**src/rtl/kappa_pkg.sv**
```systemverilog
// kappa_pkg: constants shared by the instruction sequencer and the
// datapath controller. It holds the one-hot phase codes driven on cstate,
// the RV32 major opcodes the sequencer recognises, the sticky error codes,
// the sequencer state type, and the helper functions that classify an opcode.
package kappa_pkg;

  // One-hot phase codes presented on cstate.
  localparam logic [3:0] PH_NONE = 4'b0000;
  localparam logic [3:0] PH_IF   = 4'b0001;
  localparam logic [3:0] PH_DE   = 4'b0010;
  localparam logic [3:0] PH_EX   = 4'b0100;
  localparam logic [3:0] PH_WB   = 4'b1000;

  // Major opcodes, taken from ir[6:0].
  localparam logic [6:0] OP_LUI    = 7'b0110111;
  localparam logic [6:0] OP_AUIPC  = 7'b0010111;
  localparam logic [6:0] OP_JAL    = 7'b1101111;
  localparam logic [6:0] OP_JALR   = 7'b1100111;
  localparam logic [6:0] OP_BRANCH = 7'b1100011;
  localparam logic [6:0] OP_LOAD   = 7'b0000011;
  localparam logic [6:0] OP_STORE  = 7'b0100011;
  localparam logic [6:0] OP_IMM    = 7'b0010011;
  localparam logic [6:0] OP_REG    = 7'b0110011;
  localparam logic [6:0] OP_SYSTEM = 7'b1110011;

  // Sticky error codes.
  localparam logic [1:0] ERR_NONE    = 2'b00;
  localparam logic [1:0] ERR_ILLEGAL = 2'b01;
  localparam logic [1:0] ERR_TIMEOUT = 2'b10;

  typedef enum logic [2:0] {
    S_IDLE, S_IF, S_DE, S_EX, S_WB, S_HALT
  } seq_state_t;

  // What the write-back phase has to do for the instruction in flight.
  typedef enum logic [1:0] {
    WB_NONE, WB_LOAD, WB_STORE
  } wb_kind_t;

  function automatic logic opcode_legal(input logic [6:0] op);
    case (op)
      OP_LUI, OP_AUIPC, OP_JAL, OP_JALR, OP_BRANCH,
      OP_LOAD, OP_STORE, OP_IMM, OP_REG, OP_SYSTEM: opcode_legal = 1'b1;
      default:                                      opcode_legal = 1'b0;
    endcase
  endfunction

  function automatic wb_kind_t wb_kind_of(input logic [6:0] op);
    case (op)
      OP_LOAD:  wb_kind_of = WB_LOAD;
      OP_STORE: wb_kind_of = WB_STORE;
      default:  wb_kind_of = WB_NONE;
    endcase
  endfunction

endpackage

```
**src/rtl/mem_wait_timer.sv**
```systemverilog
// mem_wait_timer: counts the wait cycles of one memory access and flags
// the cycle on which the access has to be abandoned.
//   clk, rst_n  clock, asynchronous active-low reset
//   active      a memory request is outstanding this cycle
//   mem_ready   memory completes the access this cycle
//   expired     this is request cycle number TIMEOUT and memory is still not ready
module mem_wait_timer #(
  parameter int TIMEOUT = 16
) (
  input  logic clk,
  input  logic rst_n,
  input  logic active,
  input  logic mem_ready,
  output logic expired
);

  localparam int W = (TIMEOUT <= 2) ? 1 : $clog2(TIMEOUT);
  localparam logic [W-1:0] LAST = W'(TIMEOUT - 1);

  logic [W-1:0] count;

  // The count rests at zero whenever no access is outstanding and returns to
  // zero on completion, so every new access starts from a cleared counter.
  always_ff @(posedge clk or negedge rst_n) begin
    if (!rst_n) begin
      count <= '0;
    end else if (!active || mem_ready) begin
      count <= '0;
    end else if (count != LAST) begin
      count <= count + W'(1);
    end
  end

  // Completion wins over timeout when both fall in the same cycle.
  assign expired = active && !mem_ready && (count == LAST);

endmodule

```
**src/rtl/seq_controller.sv**
```systemverilog
// seq_controller: multi-cycle instruction sequencer (IF -> DE -> EX -> WB).
//   clk, rst_n  clock, asynchronous active-low reset
//   run         level, permits continuous execution
//   step        level, sampled in IDLE, executes exactly one instruction
//   ir          current instruction register
//   mem_ready   memory completes the current access this cycle
//   cstate      one-hot phase (IF/DE/EX/WB), zero in IDLE and HALT
//   adv         current phase completes this cycle
//   mem_req     memory access request; mem_we marks it as a write
//   busy        high outside IDLE and HALT; halted high in HALT
//   err         sticky error code; instret retired-instruction count
module seq_controller
  import kappa_pkg::*;
#(
  parameter int TIMEOUT = 16,
  parameter int CNT_W   = 32
) (
  input  logic             clk,
  input  logic             rst_n,
  input  logic             run,
  input  logic             step,
  input  logic [31:0]      ir,
  input  logic             mem_ready,
  output logic [3:0]       cstate,
  output logic             adv,
  output logic             mem_req,
  output logic             mem_we,
  output logic             busy,
  output logic             halted,
  output logic [1:0]       err,
  output logic [CNT_W-1:0] instret
);

  seq_state_t state;
  wb_kind_t   wb_kind;
  logic       single_step;
  logic       expired;

  logic [6:0] opcode;
  logic       unused_ir_bits;
  assign opcode         = ir[6:0];
  assign unused_ir_bits = ^ir[31:7];

  mem_wait_timer #(.TIMEOUT(TIMEOUT)) u_wait (
    .clk       (clk),
    .rst_n     (rst_n),
    .active    (mem_req),
    .mem_ready (mem_ready),
    .expired   (expired)
  );

  // adv has to rise in the very cycle memory answers, so it is decoded from
  // the registered state and the live mem_ready instead of being registered.
  always_comb begin
    // NOTE: default first so no path through the case leaves adv unassigned (no latch).
    adv = 1'b0;
    case (state)
      S_IF:       adv = mem_ready;
      S_DE, S_EX: adv = 1'b1;
      S_WB:       adv = (wb_kind == WB_NONE) ? 1'b1 : mem_ready;
      default:    adv = 1'b0;
    endcase
  end

  // NOTE: all state here uses non-blocking assignments so every register
  // sees the pre-edge values of the others.
  always_ff @(posedge clk or negedge rst_n) begin
    if (!rst_n) begin
      state       <= S_IDLE;
      wb_kind     <= WB_NONE;
      single_step <= 1'b0;
      cstate      <= PH_NONE;
      mem_req     <= 1'b0;
      mem_we      <= 1'b0;
      busy        <= 1'b0;
      halted      <= 1'b0;
      err         <= ERR_NONE;
      instret     <= '0;
    end else begin
      case (state)
        S_IDLE: begin
          if (run || step) begin
            state       <= S_IF;
            single_step <= !run;
            cstate      <= PH_IF;
            mem_req     <= 1'b1;
            mem_we      <= 1'b0;
            busy        <= 1'b1;
          end
        end

        S_IF: begin
          if (mem_ready) begin
            state   <= S_DE;
            cstate  <= PH_DE;
            mem_req <= 1'b0;
          end else if (expired) begin
            state   <= S_HALT;
            cstate  <= PH_NONE;
            mem_req <= 1'b0;
            busy    <= 1'b0;
            halted  <= 1'b1;
            err     <= ERR_TIMEOUT;
          end
        end

        S_DE: begin
          if (!opcode_legal(opcode) || opcode == OP_SYSTEM) begin
            // ECALL/EBREAK retire and stop cleanly; anything unknown stops
            // without retiring and records the error.
            state  <= S_HALT;
            cstate <= PH_NONE;
            busy   <= 1'b0;
            halted <= 1'b1;
            if (opcode == OP_SYSTEM) instret <= instret + CNT_W'(1);
            else                     err     <= ERR_ILLEGAL;
          end else begin
            state   <= S_EX;
            cstate  <= PH_EX;
            wb_kind <= wb_kind_of(opcode);
          end
        end

        S_EX: begin
          state   <= S_WB;
          cstate  <= PH_WB;
          mem_req <= (wb_kind != WB_NONE);
          mem_we  <= (wb_kind == WB_STORE);
        end

        S_WB: begin
          if (wb_kind == WB_NONE || mem_ready) begin
            instret     <= instret + CNT_W'(1);
            single_step <= 1'b0;
            mem_we      <= 1'b0;
            if (run && !single_step) begin
              state   <= S_IF;
              cstate  <= PH_IF;
              mem_req <= 1'b1;
            end else begin
              state   <= S_IDLE;
              cstate  <= PH_NONE;
              mem_req <= 1'b0;
              busy    <= 1'b0;
            end
          end else if (expired) begin
            state   <= S_HALT;
            cstate  <= PH_NONE;
            mem_req <= 1'b0;
            mem_we  <= 1'b0;
            busy    <= 1'b0;
            halted  <= 1'b1;
            err     <= ERR_TIMEOUT;
          end
        end

        default: begin
          // HALT is left only through reset.
          state <= S_HALT;
        end
      endcase
    end
  end

endmodule

```
**config.mk**
```make
export PLATFORM = sky130hd
export DESIGN_NAME = seq_controller
export DESIGN_NICKNAME = d
export VERILOG_FILES = /design/src/rtl/kappa_pkg.sv /design/src/rtl/mem_wait_timer.sv /design/src/rtl/seq_controller.sv
export SDC_FILE = /design/constraint.sdc
export NUM_CORES = 1
export LEC_CHECK = 0
export CAP_MARGIN = 20
export CORE_MARGIN = 10
export CORE_UTILIZATION = 25
export CTS_CLUSTER_SIZE = 30
export DETAILED_ROUTE_END_ITERATION = 10
export PLACE_DENSITY_LB_ADDON = 0.15
export SYNTH_ARGS = -nofsm -noshare
export SYNTH_HDL_FRONTEND = slang
export SYNTH_SLANG_ARGS = --single-unit
```
**constraint.sdc**
```tcl
create_clock -name clk -period 1.55 [get_ports clk]
set_clock_uncertainty 0.05 [all_clocks]
set_input_delay 0.155 -clock clk [delete_from_list [all_inputs] [get_ports clk]]
set_output_delay 0.155 -clock clk [all_outputs]
set_load 0.05 [all_outputs]
```
==> impl_results.md, run 1 <==
- Synth Register Bits: 52
- Pwr/cell area: 582 nW/um2
- Peak VDD IR: 0.333 mV
- Syn Area/Cell: 10.2 um2
- Ys async rst share: 100%
- Failing checks: setup timing
- Initial antenna violation count: 0
- Syn. warnings: 0
- Mapped Nets: just under 300
- Drt pass-1 iters: 4
- Data arrival, critical path: between 1.5 and 2 ns
- Status: finished with violations
- GRT Total Usage: 10.4%
- Proportion of layout cells with a drive suffix above 1: 51.3%
- Clock period minus worst slack: 1.77 ns
- Setup violations, final: 39
- Mapped Area: 2640 um2
- CP Max Fanout: 3
- Worst Tran Pin Value: 0.402 ns
- Final Instance Area: 4280 um2
- Leak: between 1.5 and 2 nW
- Setup crit start kind: flop
- CTS Buf Count: 5
- Count of boundary I/O pins: 80
- Detailed Route WL: between 7000 and 8000 um
- Die Ht: approximately 120 um
- Placeable Area: 10300 um2
- Min-Delay Path Class: input pin to async pin
- ANT nets after route: 0
- Max-slew headroom: 73.2%
- Clk sink count: 52
- Fillcell total: 1019
- Vias per Instance: about 4.6
- Post-synth EDFFs: 0
- Global route overflow: 0
- DP HPWL: about 5600 um
- Full die area: 15100 um2
- Fin nets: 426
- Input/output buffers: 54
- DR iter-0 viols: 104
- Largest net degree at the start of global routing: 53
- Syn Inst Count: 258
- Area taken by multi-input logic gates: 1500 um2
- Seq/Total Area, Yosys: 49.3%
- First-pass GRT wire length: 12900 um
- Via count: around 2400
- Starting Density: 25.6%
- Fmax: 564 MHz
- Later-pin clock latency in the skew report: ~0.31 ns
- Hold slack final: 0.307 ns
- TritonCTS clock tree: built
- GPL Wtd Cong: 0.822
- R2R setup slack: -0.18 ns
- Period utilization: 114%
- Top FF cell, synth: dfrtp_1
- RSZ-0062 raised after global routing: yes
- Ant. Diodes: 0
- DR DRC count: 0
- Clock root cell: clkbuf_8
- Sequential cell area: about 1300 um2
- Final WS setup: -0.224 ns
- Synth unique cells: 52
- Layout area overhead: 62.1%
- Area after DPL: ~3900 um2
- Maxcap violations: 0
- Pins Over Slew Limit: 0
- Number of global-route vias before repair: 2559
- FP Rows: 37
- Crit Path Class: flop to primary output
- Htree depth: 2
- CTS max path bufs: 2
- Clock Pin Slew Worst Setup and Hold Paths: 0.11 ns
- WL per Instance: 14.6 um
- CP Capture Type: primary output
- Final TNS setup: -4.61 ns
- Die Width: 123 um
- Worst Path Required: 1.34 ns
- Final-report hold violation count: 0
## final timing paths
| check | startpoint | endpoint | cells after the start |
|---|---|---|---|
| max in group asynchronous | rst_n | instret[10] | 3 |
| worst min register to register | err[1] | err[1] | 1 |
| worst min-delay path | rst_n | single_step | 3 |
| worst max-delay path | state[0] | adv | 6 |
| min in group clk | run | single_step | 2 |
| worst max register to register | state[0] | instret[13] | 8 |
## layout make-up
| class | count | share of cell area, % |
|---|---|---|
| clock buffer | 5 | 1.61 |
| clock inverter | 3 | 0.994 |
| inverter | 6 | 0.526 |
| multi-input combinational | 192 | 35.0 |
| sequential | 52 | 31.1 |
| tap | 136 | 3.98 |
| timing repair buffer | 130 | 26.8 |
## synthesized netlist by cell type (4+ instances only)
cell type	n	share of area, %
nand4_1	15	3.6
nor2_1	15	2.1
nand3_1	23	4.4
a31oi_1	4	0.95
a21oi_1	8	1.5
and3_1	4	0.95
nor3_1	7	1.3
inv_1	6	0.85
o21ai_0	10	1.9
dfrtp_1	52	49
xnor2_1	30	10
nand2b_1	4	0.95
nand2_1	19	2.7
## report_power, final
part / switching (mW) / total, mW / internal [mW]
sequential: 0.0101 / 1.37 / 1.36
combinational: 0.0830 / 0.160 / 0.0770
clock: 0.479 / 0.958 / 0.479
## kinds of logic (layout without fill, tap and decap cells)
logic type | after synthesis | count (layout) | share of synthesized area [%]
AOI/OAI and AO/OA | 43 | 43 | 10.9
and+or+nand+nor | 111 | 111 | 23.6
buffers and inverters | 14 | 144 | 2.89
adders and majority gates | 2 | 2 | 0.948
DFF | 52 | 52 | 49.3
muxes | 4 | 4 | 1.66
xor gates and xnor gates | 32 | 32 | 10.6
## worst max-delay path: stages, from the launching register on
cell and delay, ns:
dfrtp_2 0.46, buf_4 0.15, nor2_4 0.09, nand3_2 0.09
buf_4 0.14, o211ai_1 0.15, buf_12 0.18
## stage by stage
step	power, mW	cells	worst slack (ns)	utilization (%)
final	2.49	524	-0.224	41.4
after global routing	2.59	524	-0.314	41.4
after CTS	2.55	522	-0.222	40.2
after detailed placement	1.56	504	-0.409	37.8
after global placement	1.56	504	-0.374	37.8
after floorplan	1.45	258	-0.285	-
## placed cells by master, fill, tap and decap left out, drive strengths merged, types with 3 or more instances in the layout
master / count
and3: 5
buf: 119
nor4: 3
and2: 3
nand2: 19
mux2: 3
o21ai: 10
a31oi: 4
clkdlybuf4s50: 10
nand4: 15
nand3: 25
a21oi: 10
inv: 6
nor2b: 3
nor3: 7
dfrtp: 52
xnor2: 30
nand2b: 4
clkbuf: 5
nor2: 15
nor3b: 3
## flip-flops by register name, summed over array words and instances, names as in the netlist
signal,count
halted,1
cstate,4
wb_kind,2
instret,32
mem_we,1
single_step,1
u_wait.count,4
err,2
busy,1
mem_req,1
state,3
## metal layers
| metal | global-route usage (%) | routed length, um | vias up |
|---|---|---|---|
| met2 | 17.1 | 3820 | 38 |
| met3 | 2.94 | 362 | 6 |
| met4 | 3.02 | 99 | 0 |
| met1 | 13.1 | 3390 | 1187 |
| met5 | 0 | 0 | - |
| li1 | - | - | 1183 |
## repair_timing
action / in CTS / in global routing
buffers inserted: 9 / 2
resized for setup: 14 / 26
endpoints found under the hold margin: 52 / 0
setup endpoints to repair: 44 / 46
pin swaps: 15 / 9
hold buffers: 1 / 0
No activity file was read; power rests on OpenSTA's default activity.
==> run 2: changes to the inputs <==
--- a/config.mk
+++ b/config.mk
@@ -6,8 +6,9 @@
 export NUM_CORES = 1
 export LEC_CHECK = 0
 export CAP_MARGIN = 20
-export CORE_MARGIN = 10
+export CORE_MARGIN = 2
 export CORE_UTILIZATION = 25
+export CTS_BUF_LIST = sky130_fd_sc_hd__clkbuf_16
 export CTS_CLUSTER_SIZE = 30
 export DETAILED_ROUTE_END_ITERATION = 10
 export PLACE_DENSITY_LB_ADDON = 0.15
==> run 2 against run 1 <==
Net effect: the run still ends with setup timing left; critical endpoint unchanged; global-route usage grew 2.6 points; cell count grew 0.19%; register-to-register slack is essentially flat; hold slack gained 0.044 ns.
==> impl_results.md, run 2 (synthesis gave the netlist of run 1 again) <==
- Util after Layout: 42.0% (+0.52 points)
- Reg power frac: 49.5% (-5.6 points)
- Hold slack final: 0.350 ns (+0.0436 ns)
- CTS Buf Count: 5 (unchanged)
- Worst Path Required: 1.34 ns (about the same)
- Initial antenna violation count: 0 (unchanged)
- CTS max path bufs: 2 (unchanged)
- Final WS setup: -0.181 ns (+0.0428 ns)
- Fin nets: 427 (+0.23%)
- Count of boundary I/O pins: 80 (unchanged)
- DP HPWL: 5130 um (-8.3%)
- CP Buf/Inv Count: 2 (-1)
- Starting Density: 25.7% (+0.12 points)
- TritonCTS clock tree: built
- RSZ-0062 raised after global routing: yes
- FP Rows: 37 (unchanged)
- Worst Tran Pin Value: 0.405 ns (+0.00355 ns)
- Design Power: 2.77 mW (+11%)
- WL per Instance: 13.6 um (-7.4%)
- Clk sink count: 52 (unchanged)
- Pins Over Slew Limit: 0 (unchanged)
- Vias per Instance: 4.58 (-0.60%)
- Clock period minus worst slack: 1.73 ns (-0.0428 ns)
- DR iter-0 viols: 66 (-37%)
- Biggest register: instret
- Status: finished with violations
- Max-slew headroom: 73.0% (-0.24 points)
- Net Sw Power: 580 uW (+1.4%)
- Detailed Route WL: 7120 um (-7.2%)
- CP max stage delay: 0.41 ns (-0.05 ns)
- Peak VDD IR: 0.499 mV (+50%)
- Failing checks: setup timing
- Fin cells: 525 (+0.19%)
- Proportion of layout cells with a drive suffix above 1: 51.7% (+0.38 points)
- Setup crit start kind: flop
- Die Width: 107 um (-13%)
- GPL Wtd Cong: 0.872 (+6.0%)
- GRT Total Usage: 13.0% (+2.6 points)
- R2R setup slack: -0.18 ns (about the same)
- Max reg flops: 32 (unchanged)
- Final-report hold violation count: 0 (unchanged)
- Top cell family by delay on the critical path: flip-flops
- CP Max Fanout: 5 (+2)
- Clk pwr share: 44.8% (+6.4 points)
- Final TNS setup: -4.23 ns (+0.387 ns)
- Full die area: 11400 um2 (-24%)
- Combinational power share: 5.7% (-0.7 points)
- Largest net degree at the start of global routing: 53 (unchanged)
- DR DRC count: 0 (unchanged)
- Number of global-route vias before repair: 2440 (-4.7%)
- Die Ht: 107 um (-13%)
- Fillcell total: 1009 (-0.98%)
- Biggest regs: instret (32), cstate (4), u_wait.count (4)
- Area taken by multi-input logic gates: 1490 um2 (-0.58%)
- Fmax: 578 MHz (+2.5%)
- Ant. Diodes: 0 (unchanged)
- Switching Share: 20.9% (-2.0 points)
- Data arrival, critical path: 1.53 ns (-0.04 ns)
- Htree depth: 2 (unchanged)
- Sequential cell area: 1330 um2 (unchanged)
- Clock Pin Slew Worst Setup and Hold Paths: 0.07 ns (-0.04 ns)
- Via count: 2404 (-0.41%)
- Crit Path Class: flop to primary output
- RR Endpoint: mem_we
- Min-Delay Path Class: input pin to async pin
- Most frequent cells in the layout: buf_4 (103), xnor2_1 (30), dfrtp_1 (30)
- Most common cell after layout, fill and taps aside: buf_4
- Clock root cell: clkbuf_16
- Placeable Area: 10300 um2 (-0.45%)
- Setup violations, final: 38 (-2.6%)
- Maxcap violations: 0 (unchanged)
- Crit-path slowest cell: dfrtp_2
- Critical-path cell list: buf_4, nor2b_2, nand3_1, o211ai_1, clkbuf_16
- Dpl cells: 504 (unchanged)
- Layout area overhead: 63.4%
- Later-pin clock latency in the skew report: 0.28 ns (-0.03 ns)
- Pwr/cell area: 642 nW/um2 (+10%)
- CP Capture Type: primary output
- Period utilization: 112% (-2.8 points)
- RR Startpoint: state[0]
- Leak: 1.95 nW (+1.2%)
- First-pass GRT wire length: 12000 um (-6.7%)
- Internal power: 2.19 mW (+14%)
- Input/output buffers: 54 (unchanged)
- ANT nets after route: 0 (unchanged)
- Global route overflow: 0 (unchanged)
- Drt pass-1 iters: 4 (unchanged)
- FF-to-FF path depth: 7 (-1)
## run 2: cell type report
type	instances	share of cell area (%)
inverters	6	0.522
well taps	136	3.95
repair buffers	131	26.4
flip-flops and latches	52	30.8
clock buffers	5	2.90
multi-input cells	192	34.5
clock inverters	3	0.870
## run 2: per-stage QoR
step	worst slack, ns	area [um2]
2_1_floorplan	-0.285	2790
3_3_place_gp	-0.391	3880
3_5_place_dp	-0.400	3880
4_1_cts	-0.214	4210
5_1_grt	-0.252	4310
6_report	-0.181	4310
## run 2: worst min-delay path, cell delays in order
cell and delay (ns):
dlygate4sd3_1 0.52, buf_2 0.12, buf_12 0.27
## run 2: worst max path at each step
stage,startpoint,end,slack (ns),depth (start not counted)
final,state[2],adv,-0.18,5
after global routing,state[2],adv,-0.25,5
after CTS,state[0],adv,-0.21,6
after global placement,mem_ready,err[0],-0.39,7
after detailed placement,ir[2],wb_kind[0],-0.40,5
after floorplan,instret[4],instret[26],-0.28,5
## run 2: metal layers
layer	vias up	global-route usage, %	routed length, um
li1	1187	-	-
met5	-	0	0
met2	54	22.0	3500
met4	0	3.34	53
met1	1159	17.1	3250
met3	4	2.37	312
## run 2: power by group through the flow
stage | combinational, mW | clock (mW) | sequential (mW)
2_1_floorplan | 0.0353 | 0 | 1.41
3_3_place_gp | 0.160 | 0 | 1.40
3_5_place_dp | 0.160 | 0 | 1.40
4_1_cts | 0.162 | 1.30 | 1.37
5_1_grt | 0.176 | 1.34 | 1.37
6_report | 0.157 | 1.24 | 1.37
## run 2: what timing repair did
item	CTS	global route
setup endpoints to repair	43	49
hold endpoints to repair	52	0
pin swaps	16	12
gates resized for setup	25	23
setup buffers	9	3
hold buffers	1	0
==> run 3: changes to the inputs <==
--- a/config.mk
+++ b/config.mk
@@ -12,6 +12,7 @@
 export CTS_CLUSTER_SIZE = 30
 export DETAILED_ROUTE_END_ITERATION = 10
 export PLACE_DENSITY_LB_ADDON = 0.15
+export REMOVE_ABC_BUFFERS = 1
 export SYNTH_ARGS = -nofsm -noshare
 export SYNTH_HDL_FRONTEND = slang
 export SYNTH_SLANG_ARGS = --single-unit
==> run 3 against run 2 <==
Net effect: the flow still finishes with violations (setup timing); flip-flop and latch count stayed put; power up 2.6%; via count rose by 2.3%; critical path depth grew 2; clock power is 6% higher; combinational power is 4% higher; first-iteration DRC count up 110%; register-to-register slack better by 0.03 ns; wire length fell by 0.35%; cell count up 1.7%; critical path type is now flop to flop; critical endpoint is now instret[26].
==> impl_results.md, run 3 (synthesis gave the netlist of run 1 again) <==
- Number of global-route vias before repair: 2405 (-1.4%)
- Setup crit start kind: flop
- ANT nets after route: 0 (unchanged)
- DR iter-0 viols: 141 (+110%)
- Crit Path Class: flop to flop
- FF-to-FF path depth: 7 (unchanged)
- Fin nets: 436 (+2.1%)
- Input/output buffers: 54 (unchanged)
- Setup crit start: state[2]
- WL per Instance: 13.3 um (-2.0%)
- Later-pin clock latency in the skew report: 0.29 ns (about the same)
- Fmax: 588 MHz (+1.8%)
- Full die area: 11400 um2 (unchanged)
- Max reg flops: 32 (unchanged)
- RR Endpoint: instret[26]
- Layout area overhead: 69.2%
- Pwr/cell area: 636 nW/um2 (-0.94%)
- CP Capture Type: flop
- Data arrival, critical path: 1.83 ns (+0.30 ns)
- First-pass GRT wire length: 11600 um (-4.0%)
- Initial antenna violation count: 0 (unchanged)
- Final WS setup: -0.150 ns (+0.0314 ns)
- Leak: 2.04 nW (+4.6%)
- Count of boundary I/O pins: 80 (unchanged)
- GPL Wtd Cong: 0.844 (-3.2%)
- Dpl cells: 505 (+0.20%)
- Placeable Area: 10300 um2 (unchanged)
- Via count: 2459 (+2.3%)
- RSZ-0062 raised after global routing: yes
- Max-slew headroom: 80.0% (+7.0 points)
- Critical-path cell list: buf_6, nor3b_4, nand3_2, a21oi_2, buf_12, nand4_1, xnor2_1
- Proportion of layout cells with a drive suffix above 1: 49.0% (-2.7 points)
- Fin cells: 534 (+1.7%)
- Worst Tran Pin Value: 0.298 ns (-0.107 ns)
- Clk sink count: 52 (unchanged)
- Maxcap violations: 0 (unchanged)
- Vias per Instance: 4.60 (+0.56%)
- CTS max path bufs: 2 (unchanged)
- Drt pass-1 iters: 4 (unchanged)
- Top cell family by delay on the critical path: simple AND/OR/NAND/NOR gates
- CP max stage delay: 0.43 ns (+0.02 ns)
- R2R setup slack: -0.15 ns (+0.03 ns)
- CP Buf/Inv Count: 2 (unchanged)
- Min-delay src: mem_ready
- Most common cell after layout, fill and taps aside: buf_4
- DP HPWL: 4960 um (-3.3%)
- Global route overflow: 0 (unchanged)
- Biggest register: instret
- Crit-path slowest cell: dfrtp_2
- Clock root cell: clkbuf_16
- Most frequent cells in the layout: buf_4 (99), dfrtp_1 (50), xnor2_1 (30)
- TritonCTS clock tree: built
- CP endpoint: instret[26]
- Levels on crit path: 7 (+2)
- Ant. Diodes: 0 (unchanged)
- CP Max Fanout: 14 (+9)
- Biggest regs: instret (32), cstate (4), u_wait.count (4)
- Peak VDD IR: 0.409 mV (-18%)
- Largest net degree at the start of global routing: 53 (unchanged)
- RR Startpoint: state[2]
- Worst Path Required: 1.68 ns (+0.34 ns)
- Die Width: 107 um (unchanged)
- Pins Over Slew Limit: 0 (unchanged)
- Detailed Route WL: 7100 um (-0.35%)
- Final Instance Area: 4470 um2 (+3.6%)
- Starting Density: 25.7% (unchanged)
- Die Ht: 107 um (unchanged)
- Area after DPL: 3850 um2 (-0.81%)
- Final-report hold violation count: 0 (unchanged)
- GRT Total Usage: 12.7% (-0.27 points)
- Min-Delay Path Class: input pin to flop
- FP Rows: 37 (unchanged)
- DR DRC count: 0 (unchanged)
- Pre-CTS WS: -0.412 ns (-0.0118 ns)
- Setup violations, final: 39 (+2.6%)
- Clock period minus worst slack: 1.70 ns (-0.0314 ns)
- Failing checks: setup timing
- Status: finished with violations
- Htree depth: 2 (unchanged)
- Clock Pin Slew Worst Setup and Hold Paths: 0.07 ns (about the same)
- CTS Buf Count: 5 (unchanged)
- Period utilization: 110% (-2.0 points)
- Fillcell total: 1002 (-0.69%)
run 3: cell count changes in the layout (fill, tap and decap cells not counted), moves of 3 or more:
cell     before  now
nand2_1      13   16
dfrtp_2      22    2
buf_6         8   15
dfrtp_1      30   50
buf_12        7   13
buf_4       103   99
run 3: stage by stage:
stage | setup TNS (ns) | utilization (%) | total power [mW] | hold slack [ns]
3_3_place_gp | -12.50 | 37.4 | 1.55 | 0.122
4_1_cts | -3.82 | 41.4 | 2.89 | 0.346
3_5_place_dp | -13.62 | 37.4 | 1.55 | 0.125
5_1_grt | -6.49 | 43.5 | 2.97 | 0.314
6_report | -3.18 | 43.5 | 2.84 | 0.290
2_1_floorplan | -11.34 | - | 1.44 | -0.191
run 3: worst min path at each step:
stage	endpoint	depth (start not counted)
2_1_floorplan	busy	0
3_3_place_gp	cstate[2]	2
3_5_place_dp	cstate[2]	2
4_1_cts	cstate[2]	3
5_1_grt	state[1]	4
6_report	state[1]	4
run 3: repair_timing:
action | in CTS | in global routing
setup endpoints to repair | 42 | 45
resized for setup | 41 | 37
hold buffers | 1 | 0
pin swaps | 31 | 16
buffers inserted | 12 | 10
hold endpoints to repair | 52 | 0
cloned | 0 | 0
run 3: worst reg2reg max path: cells and delay by family (launching register included):
family                 cells  cell delay (ns)
AND/OR/NAND/NOR            3             0.47
flip-flops                 1             0.43
buffers and inverters      2             0.31
AO/OA/AOI/OAI              1             0.19
XOR/XNOR                   1             0.14
run 3: layout make-up:
| class | instances | area [um2] | area share, % |
|---|---|---|---|
| multi-input combinational | 192 | 1480 | 33.2 |
| timing repair buffer | 140 | 1310 | 29.3 |
| sequential | 52 | 1300 | 29.2 |
| tap | 136 | 170 | 3.81 |
| clock buffer | 5 | 125 | 2.80 |
| clock inverter | 3 | 46.3 | 1.04 |
| inverter | 6 | 30.0 | 0.672 |
run 3: metal layers:
| metal | share of wire (%) | GRT usage (%) | wire (um) |
|---|---|---|---|
| met1 | 46 | 16.9 | 3240 |
| met4 | 1.5 | 4.73 | 103 |
| met2 | 49 | 20.7 | 3490 |
| met3 | 3.7 | 2.31 | 264 |
| met5 | 0 | 0 | 0 |
run 3: power by group:
group          internal, mW  switching (mW)  leakage (nW)  total (mW)
Combinational        0.0782          0.0845          1.26       0.163
Sequential             1.36         0.00795         0.692        1.37
Clock                 0.772           0.537        0.0857        1.31
Total                  2.21           0.629          2.04        2.84
